<file path="src/rtl/signal_change_logger.sv">
`default_nettype none
// ============================================================================
// Module   : signal_change_logger
// Brief    : Timestamps edges on NUM_CH status signals into an event FIFO that
//            is drained over a valid/ready port. Define SIG_SYNC_EN to add a
//            2-flop input synchronizer for asynchronous inputs.
// Revision : 1.0 - initial release
// ============================================================================
module signal_change_logger #(
  parameter int NUM_CH     = 3,
  parameter int TS_WIDTH   = 16,
  parameter int FIFO_DEPTH = 8,
  parameter int OVF_WIDTH  = 8
) (
  input  logic                           clk,
  input  logic                           reset,
  input  logic [NUM_CH-1:0]              sig_in,
  input  logic [NUM_CH-1:0]              ch_mask,
  input  logic                           enable,
  output logic                           event_valid,
  input  logic                           event_ready,
  output logic [TS_WIDTH+2*NUM_CH-1:0]   event_data,
  output logic [$clog2(FIFO_DEPTH):0]    fifo_level,
  output logic [OVF_WIDTH-1:0]           ovf_count,
  input  logic                           ovf_clear
);

  localparam int c_DW = TS_WIDTH + 2 * NUM_CH;
  localparam int c_AW = $clog2(FIFO_DEPTH);
  localparam int c_LW = c_AW + 1;

  logic [TS_WIDTH-1:0]  r_ts;
  logic [NUM_CH-1:0]    r_prev;
  logic                 r_armed;
  logic [c_DW-1:0]      r_mem [FIFO_DEPTH];
  logic [c_AW-1:0]      r_wr;
  logic [c_AW-1:0]      r_rd;
  logic [c_LW-1:0]      r_level;
  logic [OVF_WIDTH-1:0] r_ovf;

  logic [NUM_CH-1:0]    w_s;
  logic                 w_fill_done;
  logic [NUM_CH-1:0]    w_chg;
  logic                 w_push_req;
  logic                 w_push;
  logic                 w_pop;
  logic                 w_full;
  logic                 w_drop;

`ifdef SIG_SYNC_EN
  logic [NUM_CH-1:0] r_sync1;
  logic [NUM_CH-1:0] r_sync2;
  logic [1:0]        r_fill;

  // Arming is held off until r_sync2 carries a real sample of sig_in.
  always_ff @(posedge clk) begin
    if (reset) begin
      r_sync1 <= '0;
      r_sync2 <= '0;
      r_fill  <= 2'd0;
    end else begin
      r_sync1 <= sig_in;
      r_sync2 <= r_sync1;
      if (r_fill != 2'd2) begin
        r_fill <= r_fill + 2'd1;
      end
    end
  end

  assign w_s         = r_sync2;
  assign w_fill_done = (r_fill == 2'd2);
`else
  assign w_s         = sig_in;
  assign w_fill_done = 1'b1;
`endif

  assign w_chg      = (w_s ^ r_prev) & ch_mask;
  assign w_push_req = r_armed & enable & (|w_chg);
  assign w_full     = (r_level == c_LW'(FIFO_DEPTH));
  assign w_pop      = (r_level != '0) & event_ready;
  // A full FIFO still accepts a push when the head leaves at the same edge.
  assign w_push     = w_push_req & (~w_full | w_pop);
  assign w_drop     = w_push_req & w_full & ~w_pop;

  always_ff @(posedge clk) begin
    if (reset) begin
      r_ts    <= '0;
      r_prev  <= '0;
      r_armed <= 1'b0;
    end else begin
      r_ts   <= r_ts + 1'b1;
      r_prev <= w_s;
      if (w_fill_done) begin
        r_armed <= 1'b1;
      end
    end
  end

  always_ff @(posedge clk) begin
    if (reset) begin
      for (int i = 0; i < FIFO_DEPTH; i++) begin
        r_mem[i] <= '0;
      end
      r_wr    <= '0;
      r_rd    <= '0;
      r_level <= '0;
    end else begin
      if (w_push) begin
        r_mem[r_wr] <= {r_ts, w_chg, w_s};
        r_wr        <= r_wr + 1'b1;
      end
      if (w_pop) begin
        r_rd <= r_rd + 1'b1;
      end
      if (w_push && !w_pop) begin
        r_level <= r_level + 1'b1;
      end else if (!w_push && w_pop) begin
        r_level <= r_level - 1'b1;
      end
    end
  end

  // Clear wins first, then a drop in the same cycle is still counted.
  always_ff @(posedge clk) begin
    if (reset) begin
      r_ovf <= '0;
    end else if (ovf_clear) begin
      r_ovf <= w_drop ? OVF_WIDTH'(1) : '0;
    end else if (w_drop && !(&r_ovf)) begin
      r_ovf <= r_ovf + 1'b1;
    end
  end

  assign event_valid = (r_level != '0);
  assign event_data  = event_valid ? r_mem[r_rd] : '0;
  assign fifo_level  = r_level;
  assign ovf_count   = r_ovf;

endmodule
`default_nettype wire

</file>
<file path="config.mk">
export PLATFORM = sky130hd
export DESIGN_NAME = signal_change_logger
export DESIGN_NICKNAME = d
export VERILOG_FILES = /design/src/rtl/signal_change_logger.sv
export SDC_FILE = /design/constraint.sdc
export NUM_CORES = 1
export LEC_CHECK = 0
export BUFFER_PORTS_ARGS = -buffer_cell sky130_fd_sc_hd__buf_4
export CAP_MARGIN = 25
export CORE_ASPECT_RATIO = 1.75
export CORE_UTILIZATION = 45
export CTS_CLUSTER_SIZE = 8
export DETAILED_ROUTE_END_ITERATION = 16
export PLACE_DENSITY_LB_ADDON = 0.05
export SETUP_SLACK_MARGIN = 0.3
export SYNTH_ARGS = -nofsm -noshare
export SYNTH_HDL_FRONTEND = slang
export SYNTH_SLANG_ARGS = --single-unit
</file>
<file path="constraint.sdc">
create_clock -name clk -period 14 [get_ports clk]
set_input_delay 2.8 -clock clk [delete_from_list [all_inputs] [get_ports clk]]
set_output_delay 2.8 -clock clk [all_outputs]
set_load 0.05 [all_outputs]
</file>
# After elaboration in Yosys (flattened, before gate mapping)
# Memories as Yosys holds them, arrays and structs flattened. A register that Yosys moved wholly into a read port is not among the register bits.
# Cells that the tools add are included.
# Widths: inputs -> output; s select.
dict set report word_totals {
  mem_count 1
  wordCells 55
  romBits 0
  latch_bits 0
  reg_bits 38
  in_bits 11
  ramBits 176
}
dict set report op_classes {
  reduce_logical 12
  n_mux 17
  eq_ne 1
  order_cmp 0
  bitwise 11
  multipliers 0
  addsub 6
  shift 0
  div_mod_pow 0
}
# name depth width read_ports rd_ports_with_merged_regs write_ports line
set mem_list {}
lappend mem_list {r_mem 8 22 1 1 8 35} ;# logic [c_DW-1:0] r_mem [FIFO_DEPTH];
# cell n
set ops {}
lappend ops {{$mux 22} 2}
lappend ops {{$reduce_or 22->1} 1}
lappend ops {{$add 16x1->16 const B} 1}
lappend ops {{$mux 8} 2}
lappend ops {{$mux 3} 3}
lappend ops {{$add 8x1->8 const B} 1}
lappend ops {{$mux 1} 8}
lappend ops {{$mux 4} 2}
lappend ops {{$reduce_and 8->1} 1}
lappend ops {{$add 3x1->3 const B} 2}
lappend ops {{$and 1x1->1} 6}
lappend ops {{$add 4x1->4 const B} 1}
lappend ops {{$eq 4x4->1 const B} 1}
lappend ops {{$reduce_bool 2->1} 2}
lappend ops {{$reduce_bool 4->1} 1}
lappend ops {{$sub 4x1->4 const B} 1}
lappend ops {{$and 3x3->3} 1}
lappend ops {{$logic_and 1x1->1} 3}
lappend ops {{$logic_not 1->1} 3}
lappend ops {{$reduce_or 3->1} 1}
lappend ops {{$xor 3x3->3} 1}
lappend ops {{$not 1->1} 2}
lappend ops {{$or 1x1->1} 1}

# Logic depth before layout (Yosys ltp)
# Gate-level depths: netlist of run 1.
dict set report depth {
  word_depth 10
  depth_mapped 11
}

# Worst setup path before layout of run 1
# OpenSTA, ideal clock, no wires.
dict set report synth_timing {
  path_type {input port to flip-flop}
  startpoint {in sig_in[1]}
  endpoint {mem r_mem[3][0] (netlist bit), enable pin}
  setup_slack_ns 7.645
  setup_time_ns 0.464
  path_buffers 2
  cell_stages 5
  arrival_ns 5.891
  path_cell_list {xor2_1 > a222oi_1 > buf_2 > buf_4 > o41ai_1}
}
# item line
set synth_rtl {}
lappend synth_rtl {{start: declaration} 17} ;# input logic [NUM_CH-1:0] sig_in,
lappend synth_rtl {{end: declaration} 35}

==> run_results.csv, run 1 <==
group,metric,value,unit
logic_synthesis,synth.top_cells.by_count,"224 x nor2_1, 176 x edfxtp_1, 44 x mux4_2",
floorplanning,die_height,196.4,µm
power,p_seq_share,39.1,%
finish,final_nets,817,
global_route,grt_pass1_wl,36700,µm
logic_synthesis,yosysUniqueCellTypes,47,
logic_synthesis,ys_warn_count,0,
logic_synthesis,postSynth.asyncResetShare,0,%
finish,syn_to_final_growth,14.60,%
timing,worst_slack,8.471,ns
route,drt.antenna.violating_nets,0,
floorplanning,dieWidth,113.1,µm
worst_setup_path,r2r_cells,12,
logic_synthesis,yosys.area_share.adder,1.107,%
worst_setup_path,start_kind,"flip-flop",
timing,min_period_over_period,39.49,%
cts,cts_setup_buffers,0,
placement,hpwl,14090,µm
cts,cts_buffer_depth,3,
power,peakVddDrop,0.0001066,V
placement,port-buffer-count,45,
cts,cts_tree,"done",
logic_synthesis,synth_area_leaders,"edfxtp_1 54%, mux4_2 10%, nor2_1 8.7%",
worst_setup_path,timing.rr.start,"fifo_level[0]$_SDFFE_PP0P_",
timing,skew,0.01108,ns
global_route,grt_max_degree,48,
timing,fmax,180.9,MHz
logic_synthesis,synth_most_common_cell,"nor2_1",
floorplanning,num_io_pins,46,
power,power.switching,0.5897,mW
route,drc,0,
worst_setup_path,worstPathRequired,11.20,ns
power,p_clk_share,35.3,%
placement,place_congestion,0.7798,
finish,multiInputGateArea,3349,µm²
finish,drive_above_1_share,18.00,%
cts,cts_buffers,31,
global_route,grt_pass1_vias,6579,
cts,clock_latency,0.53,ns
route,routed_via_density,5.664,
global_route,grt_overflow,0,
timing,drv_slew,0,
route,drt_wl_total,23710,µm
floorplanning,rows,70,
job,maxCapViolations,0,
logic_synthesis,yosysSeqAreaShare,62.84,%
power,leakage,3.750,nW
power,p_per_area,170.9,nW/µm²
route,drtIter0Drc,324,
logic_synthesis,syn_area,9717,µm²
floorplanning,die_area,22210,µm²
power,p_sw_share,30.99,%
logic_synthesis,synth_edf_count,176,
timing,relSlewSlack,32.59,%
cts,clk_pin_slew,0.05,ns
timing,timing.setup.tns,0,ns
run_status,run_status,"finished clean",
finish,diodes,0,
logic_synthesis,synth.area.mux_share,13.22,%
global_route,antenna_found_initial,0,
floorplanning,start_util,46.23,%
logic_synthesis,postSynthCellCount,756,
worst_setup_path,end_kind,"primary output",
hold_path,min_path_cells,2,
logic_synthesis,yosysTopAreaCellShare,54.39,%
hold_path,hold_path_class,"reg -> reg",
power,p_comb_share,25.6,%
logic_synthesis,syn-num-nets,775,
logic_synthesis,synth-seq-cells,217,
power,p_int,1.313,mW
hold_path,min_from,"r_rd[1]$_SDFFE_PP0P_",
placement,dp_cells,1017,
timing,finalHoldViolCount,0,
cts,cts-root-buf,"clkbuf_16",
finish,nFillCells,1805,
worst_setup_path,rrSetupSlack,10.86,ns
timing,setup_viol,0,
timing,hold_ws,0.4846,ns
worst_setup_path,r2r_end,"fifo_level[3]$_SDFFE_PP0P_",
route,vias,6083,
route,drt_pass1_iterations,4,
logic_synthesis,synth_compound_area_share,2.691,%
cts,htreeDepth,1,
placement,post-place-ws,8.423,ns
route,post_drt_wl_per_cell,22.07,µm
timing,tightestPinTransition,1.011,ns
logic_synthesis,synth.avg_cell_area,12.85,µm²
cts,cts.sinks,217,
logic_synthesis,synth_top_cell_by_area,"edfxtp_1",
global_route,track_usage,22.43,%
timing,period_minus_slack,5.529,ns
worst_setup_path,crit_fanout,44,
timing,grt_setup_unrepaired,"no",
finish,ff_latch_area,6110,µm²
cts,ctsResizeCount,0,
cts,hold_buffers,0,
logic_synthesis,yosys.area_share.simple,15.70,%
worst_setup_path,path_class,"reg -> out",
finish,fin_cells,1074,
worst_setup_path,crit_arrival,2.73,ns
floorplanning,core_region_area,21020,µm²
logic_synthesis,synth_top_family_by_area,"simple AND/OR/NAND/NOR gates",
logic_synthesis,synthFlopType,"edfxtp_1",
logic_synthesis,synthXorXnorAreaFrac,1.622,%
cell usage in the layout (no fill, tap or decap), drive strengths merged, types with 14 or more instances in the layout:
cell,synthesis,layout
xor2,15,15
nand2b,21,21
clkbuf,26,56
nand3,14,14
nand2,41,41
dfxtp,41,41
mux4,44,44
buf,23,58
nor2,224,224
edfxtp,176,176
mux2i,26,26
final cells by class:
type	count	area share, %
clock buffers	56	7.809
clock inverters	1	0.07865
inverters	4	0.1348
multi-input cells	486	30.08
flip-flops and latches	217	54.87
well taps	252	2.831
repair buffers	58	4.202
metal layers:
metal	share of wire, %	routed length, µm	global-route usage [%]	up-vias
met4	2.7	644	7.943	0
li1	-	-	-	2823
met1	37	8807	24.54	3061
met5	0	0	0	-
met2	56	13270	43.47	150
met3	4.2	986	2.983	49
power by group through the flow:
| stage | clock, mW | sequential (mW) | combinational, mW |
|---|---|---|---|
| after detailed placement | 0 | 0.757 | 0.500 |
| after floorplan | 0 | 0.766 | 0.344 |
| after CTS | 0.683 | 0.744 | 0.500 |
| after global placement | 0 | 0.754 | 0.495 |
| final | 0.671 | 0.744 | 0.487 |
| after global routing | 0.710 | 0.747 | 0.522 |
critical path, cell delays in order, from the launching register on:
cell	delay, ns
dfxtp_2	0.31
buf_4	0.69
mux4_2	0.60
mux2i_1	0.27
nor2_1	0.11
buf_4	0.21
stage by stage:
step | utilization, % | cell area [µm²] | power [mW]
after floorplan | - | 9717 | 1.110
after global placement | 48.57 | 10210 | 1.249
after detailed placement | 48.80 | 10260 | 1.256
after CTS | 52.98 | 11140 | 1.928
after global routing | 52.98 | 11140 | 1.980
final | 52.98 | 11140 | 1.903
worst max path at each step:
stage	from	endpoint	slack, ns	depth (start not counted)
2_1_floorplan	sig_in[1]	r_mem[3][0]$_SDFFCE_PN0P_	7.65	5
3_3_place_gp	sig_in[1]	fifo_level[3]$_SDFFE_PP0P_	8.48	12
3_5_place_dp	sig_in[1]	fifo_level[3]$_SDFFE_PP0P_	8.42	12
4_1_cts	flip-flop	event_data[15]	8.35	5
5_1_grt	flip-flop	event_data[0]	8.24	5
6_report	flip-flop	event_data[15]	8.47	5
registers in the layout (all words and copies together) (netlist names), named ones only:
register and count:
fifo_level 4, ovf_count 8, r_armed 1, r_mem 176
r_prev 3, r_rd 3, r_ts 16, r_wr 3
cells by family (layout without fill, tap and decap cells):
logic type                 after synthesis  after routing
DFF                                    217            217
xor gates and xnor gates                18             18
and+or+nand+nor                        350            350
adders and majority gates                8              8
muxes                                   73             73
buffers and inverters                   53            119
AOI/OAI and AO/OA                       37             37
Note: power is estimated with default switching activity, not from simulation.
==> run 2: changes to the inputs <==
clock period = 4.8 ns   (was 14 ns; I/O delays follow)
==> run 2 against run 1 <==
Net effect:
- non-clock buffer count rose by 2
- register-to-register slack got worse by 9.2 ns
- final cell count grew 0.19%
- clock power rose to 2.9 times the previous value
- combinational power rose to 2.9 times the previous value
- core utilization up 0.37 points
- critical path depth did not move
- sequential cell count unchanged
- wire length increased by 0.58%
- worst setup slack worse by 7.4 ns
- hold slack got worse by 0.0077 ns
- count of clock-buffer cells in the layout fell by 1
- critical path type unchanged
==> run_results.csv, run 2 (synthesis results as in run 1) <==
group,metric,value,unit
run_status,run_status,"finished clean",
floorplanning,dieWidth,113.1,µm
power,p_clk_share,35.2,%
finish,diodes,0,
worst_setup_path,crit_arrival,2.73,ns
finish,final_nets,819,
cts,htreeDepth,1,
route,post_drt_wl_per_cell,22.16,µm
global_route,grt_pass1_wl,36970,µm
timing,grt_setup_unrepaired,"no",
cts,clk_pin_slew,0.05,ns
worst_setup_path,path_class,"reg -> out",
global_route,grt_max_degree,47,
floorplanning,core_region_area,21020,µm²
route,routed_via_density,5.661,
cts,cts_buffer_depth,3,
floorplanning,num_io_pins,46,
route,drt_pass1_iterations,5,
route,drt_wl_total,23840,µm
cts,cts.sinks,217,
finish,largest_register_ffs,176,
job,maxCapViolations,0,
floorplanning,start_util,46.23,%
worst_setup_path,crit_fanout,31,
cts,hold_buffers,0,
timing,hold_ws,0.4769,ns
timing,timing.setup.tns,0,ns
route,drtIter0Drc,363,
finish,final_cell_mix,"223 x nor2_1, 176 x edfxtp_1, 56 x buf_4, 44 x mux4_2, 41 x nand2_1",
power,p_per_area,499.2,nW/µm²
cts,cts_buffers,31,
power,leakage,3.781,nW
timing,skew,0.01180,ns
power,p_int,3.854,mW
global_route,grt_overflow,0,
timing,setup_viol,0,
global_route,grt_pass1_vias,6526,
power,p_comb_share,25.2,%
hold_path,hold_path_class,"reg -> reg",
timing,drv_slew,0,
timing,tightestPinTransition,0.9732,ns
route,drt.antenna.violating_nets,0,
floorplanning,die_area,22210,µm²
worst_setup_path,start_kind,"flip-flop",
placement,hpwl,14510,µm
finish,regMostFlops,"r_mem",
timing,finalHoldViolCount,0,
route,drc,0,
timing,relSlewSlack,35.12,%
finish,syn_to_final_growth,15.40,%
floorplanning,die_height,196.4,µm
worst_setup_path,worstPathRequired,3.84,ns
cts,cts_tree,"done",
global_route,antenna_found_initial,0,
timing,fmax,270.8,MHz
placement,place_congestion,0.8056,
finish,final_common_cell,"nor2_1",
worst_setup_path,end_kind,"primary output",
route,vias,6091,
power,finalPower,5.598,mW
power,p_seq_share,39.5,%
cts,ctsResizeCount,0,
finish,drive_above_1_share,17.72,%
timing,min_period_over_period,76.94,%
power,p_sw_share,31.16,%
cts,cts_setup_buffers,0,
floorplanning,rows,70,
power,power.switching,1.744,mW
cts,clock_latency,0.53,ns
timing,period_minus_slack,3.693,ns
power,peakVddDrop,0.0002664,V
global_route,track_usage,22.44,%
placement,port-buffer-count,45,
cts,cts-root-buf,"clkbuf_16",
==> run 2: stage by stage <==
stage / util, % / cell area [µm²] / setup slack [ns] / std cells
after floorplan: - / 9724 / 1.286 / 756
after global placement: 48.62 / 10220 / 1.094 / 1015
after detailed placement: 49.01 / 10300 / 1.062 / 1018
after CTS: 53.21 / 11190 / 1.007 / 1075
after global routing: 53.35 / 11210 / 0.9775 / 1076
final: 53.35 / 11210 / 1.107 / 1076
==> run 2: power groups by stage <==
stage	registers, mW	clock network [mW]	logic (mW)
4_1_cts	2.31	2.02	1.32
5_1_grt	2.22	2.09	1.51
6_report	2.21	1.97	1.41
2_1_floorplan	2.23	0	1.00
3_5_place_dp	2.35	0	1.32
3_3_place_gp	2.34	0	1.30
==> run 2: worst max-delay path: stages, from the launching register on <==
cell and delay, ns:
dfxtp_2 0.96, buf_4 0.41, mux4_2 0.33, mux2i_1 0.22
nor2_1 0.06, buf_4 0.20
==> run 2: cell type report <==
cell class,count,area [µm²]
Timing Repair Buffer,60,530.5
Sequential cell,217,6111
Inverter,4,15.01
Tap cell,252,315.3
Clock inverter,2,17.52
Multi-Input combinational cell,486,3358
Fill cell,1834,9807
Clock buffer,55,865.8
==> run 2: final timing paths <==
check / from / to / slack [ns] / cells past startpoint
setup / recovery: flip-flop / event_data[11] / 1.11 / 5
hold / removal: r_rd[1]$_SDFFE_PP0P_ / flip-flop / 0.48 / 2
hold reg to reg: r_rd[1]$_SDFFE_PP0P_ / flip-flop / 0.48 / 2
setup reg to reg: fifo_level[0]$_SDFFE_PP0P_ / fifo_level[3]$_SDFFE_PP0P_ / 1.62 / 12
==> run 2: per-layer routing <==
layer  share of wire (%)  vias up  global-route usage, %
met5                   0        -                      0
met4                 3.1        0                  8.090
met3                 4.4       42                  2.614
li1                    -     2829                      -
met2                  56      186                  43.31
met1                  37     3034                  24.91
==> run 3: changes to the inputs <==
clock period = 3.5 ns   (was 4.8 ns; I/O delays follow)
==> run 3 against run 2 <==
Net effect:
- core utilization increased by 0.36 points
- largest power group unchanged
- cell area increased by 0.67%
- die area unchanged
- critical endpoint is now event_data[14]
- wire length increased by 1.6%
- global-route usage increased by 0.44 points
- final cell count increased by 0.84%
- critical path depth unchanged
- total power increased by 38%
- non-clock buffer count increased by 9
- clock power increased by 36%
==> run_results.csv, run 3 (synthesis results as in run 1) <==
group,metric,value,unit
run_status,run_status,"finished clean",
timing,skew,0.01726,ns
cts,cts_tree,"done",
worst_setup_path,slowest_delay,0.58,ns
global_route,grt_max_degree,45,
timing,tightestPinTransition,0.9582,ns
timing,min_period_over_period,87.11,%
timing,fmax,328.0,MHz
global_route,antenna_found_initial,0,
worst_setup_path,end_kind,"primary output",
finish,regMostFlops,"r_mem",
route,drc,0,
finish,final_common_cell,"nor2_1",
timing,timing.setup.tns,0,ns
timing,finalHoldViolCount,0,
job,maxCapViolations,0,
finish,diodes,0,
worst_setup_path,crit_fanout,16,
worst_setup_path,slowest_stage,"dfxtp_4",
floorplanning,rows,70,
timing,drv_slew,0,
route,vias,6173,
timing,grt_setup_unrepaired,"no",
cts,cts-root-buf,"clkbuf_16",
global_route,track_usage,22.88,%
placement,placed_cell_area,10410,µm²
finish,final_cell_mix,"223 x nor2_1, 176 x edfxtp_1, 62 x buf_4, 44 x mux4_2, 41 x nand2_1",
finish,syn_to_final_growth,16.17,%
timing,relSlewSlack,36.03,%
placement,port-buffer-count,45,
timing,period_minus_slack,3.049,ns
route,drt_wl_total,24240,µm
cts,clock_latency,0.53,ns
route,post_drt_wl_per_cell,22.34,µm
cts,hold_buffers,0,
timing,setup_viol,0,
power,p_per_area,682.1,nW/µm²
cts,clk_pin_slew,0.05,ns
route,drt_pass1_iterations,4,
finish,final_nets,828,
cts,htreeDepth,1,
floorplanning,core_region_area,21020,µm²
worst_setup_path,path_class,"reg -> out",
cts,cts.sinks,217,
placement,dp_cells,1028,
floorplanning,dieWidth,113.1,µm
power,leakage,3.828,nW
finish,drive_above_1_share,18.73,%
hold_path,hold_path_class,"in -> reg",
cts,cts_buffers,31,
finish,final_cell_area,11290,µm²
floorplanning,die_height,196.4,µm
finish,fin_cells,1085,
route,drtIter0Drc,353,
worst_setup_path,cp_common_cell,"buf_4",
route,drt.antenna.violating_nets,0,
placement,place_congestion,0.7398,
global_route,grt_pass1_wl,37610,µm
placement,post-place-ws,0.3703,ns
placement,hpwl,15170,µm
worst_setup_path,crit_chain,"buf_4 -> mux4_2 -> mux2i_1 -> nor2_1 -> buf_4",
worst_setup_path,start_kind,"flip-flop",
floorplanning,num_io_pins,46,
power,peakVddDrop,0.0004111,V
worst_setup_path,crit_arrival,2.35,ns
worst_setup_path,worstPathRequired,2.80,ns
cts,cts_buffer_depth,3,
finish,largest_register_ffs,176,
floorplanning,start_util,46.23,%
floorplanning,die_area,22210,µm²
worst_setup_path,critPathTopFamily,"multiplexers",
global_route,grt_overflow,0,
timing,worst_slack,0.4511,ns
route,routed_via_density,5.689,
worst_setup_path,crit_buf_inv,2,
timing,hold_ws,0.4237,ns
finish,nFillCells,1869,
global_route,grt_pass1_vias,6691,
[run 3: changes by cell type in the layout (fill, tap and decap cells not counted), sizes merged]
cell / delta
clkbuf: +1
buf: +9
inv: -1
[run 3: power by group]
| part | internal [mW] | total (mW) | switching [mW] | leakage [nW] |
|---|---|---|---|---|
| clock | 1.65 | 2.68 | 1.04 | 0.416 |
| combinational | 0.758 | 1.96 | 1.20 | 1.26 |
| sequential | 2.91 | 3.06 | 0.146 | 2.16 |
| total | 5.32 | 7.70 | 2.38 | 3.83 |
[run 3: what timing repair did]
action | 4_1_cts | 5_1_grt
gates resized for setup | 1 | 1
setup endpoints to repair | 22 | 7
pin swaps | 0 | 0
buffers inserted | 0 | 0
[run 3: cell type report]
class / count / area [µm²] / share of cell area (%)
Inverter: 4 / 15.01 / 0.1330
Clock buffer: 56 / 869.6 / 7.703
Multi-Input combinational cell: 486 / 3361 / 29.77
Timing Repair Buffer: 69 / 605.6 / 5.365
Clock inverter: 1 / 8.758 / 0.07759
Sequential cell: 217 / 6113 / 54.16
Tap cell: 252 / 315.3 / 2.793
[run 3: path summary, 6_finish.rpt]
kind,from,end,slack [ns],cells past startpoint
hold reg to reg,r_rd[1]$_SDFFE_PP0P_,flip-flop,0.49,2
setup reg to reg,fifo_level[0]$_SDFFE_PP0P_,fifo_level[3]$_SDFFE_PP0P_,0.57,10
hold / removal,sig_in[0],r_prev[0]$_SDFF_PP0_,0.42,2
setup / recovery,flip-flop,event_data[14],0.45,5
[run 3: per-stage QoR]
step           util [%]  power, mW
2_1_floorplan         -      4.440
3_3_place_gp      49.50      5.076
3_5_place_dp      49.50      5.109
4_1_cts           53.69      7.804
5_1_grt           53.70      8.002
6_report          53.70      7.700
[run 3: routing by layer]
| metal | vias up | wire length, µm | GRT usage [%] |
|---|---|---|---|
| li1 | 2837 | - | - |
| met1 | 3114 | 8823 | 24.23 |
| met2 | 164 | 13620 | 44.49 |
| met3 | 58 | 846 | 2.829 |
| met4 | 0 | 944 | 9.990 |
| met5 | - | 0 | 0 |
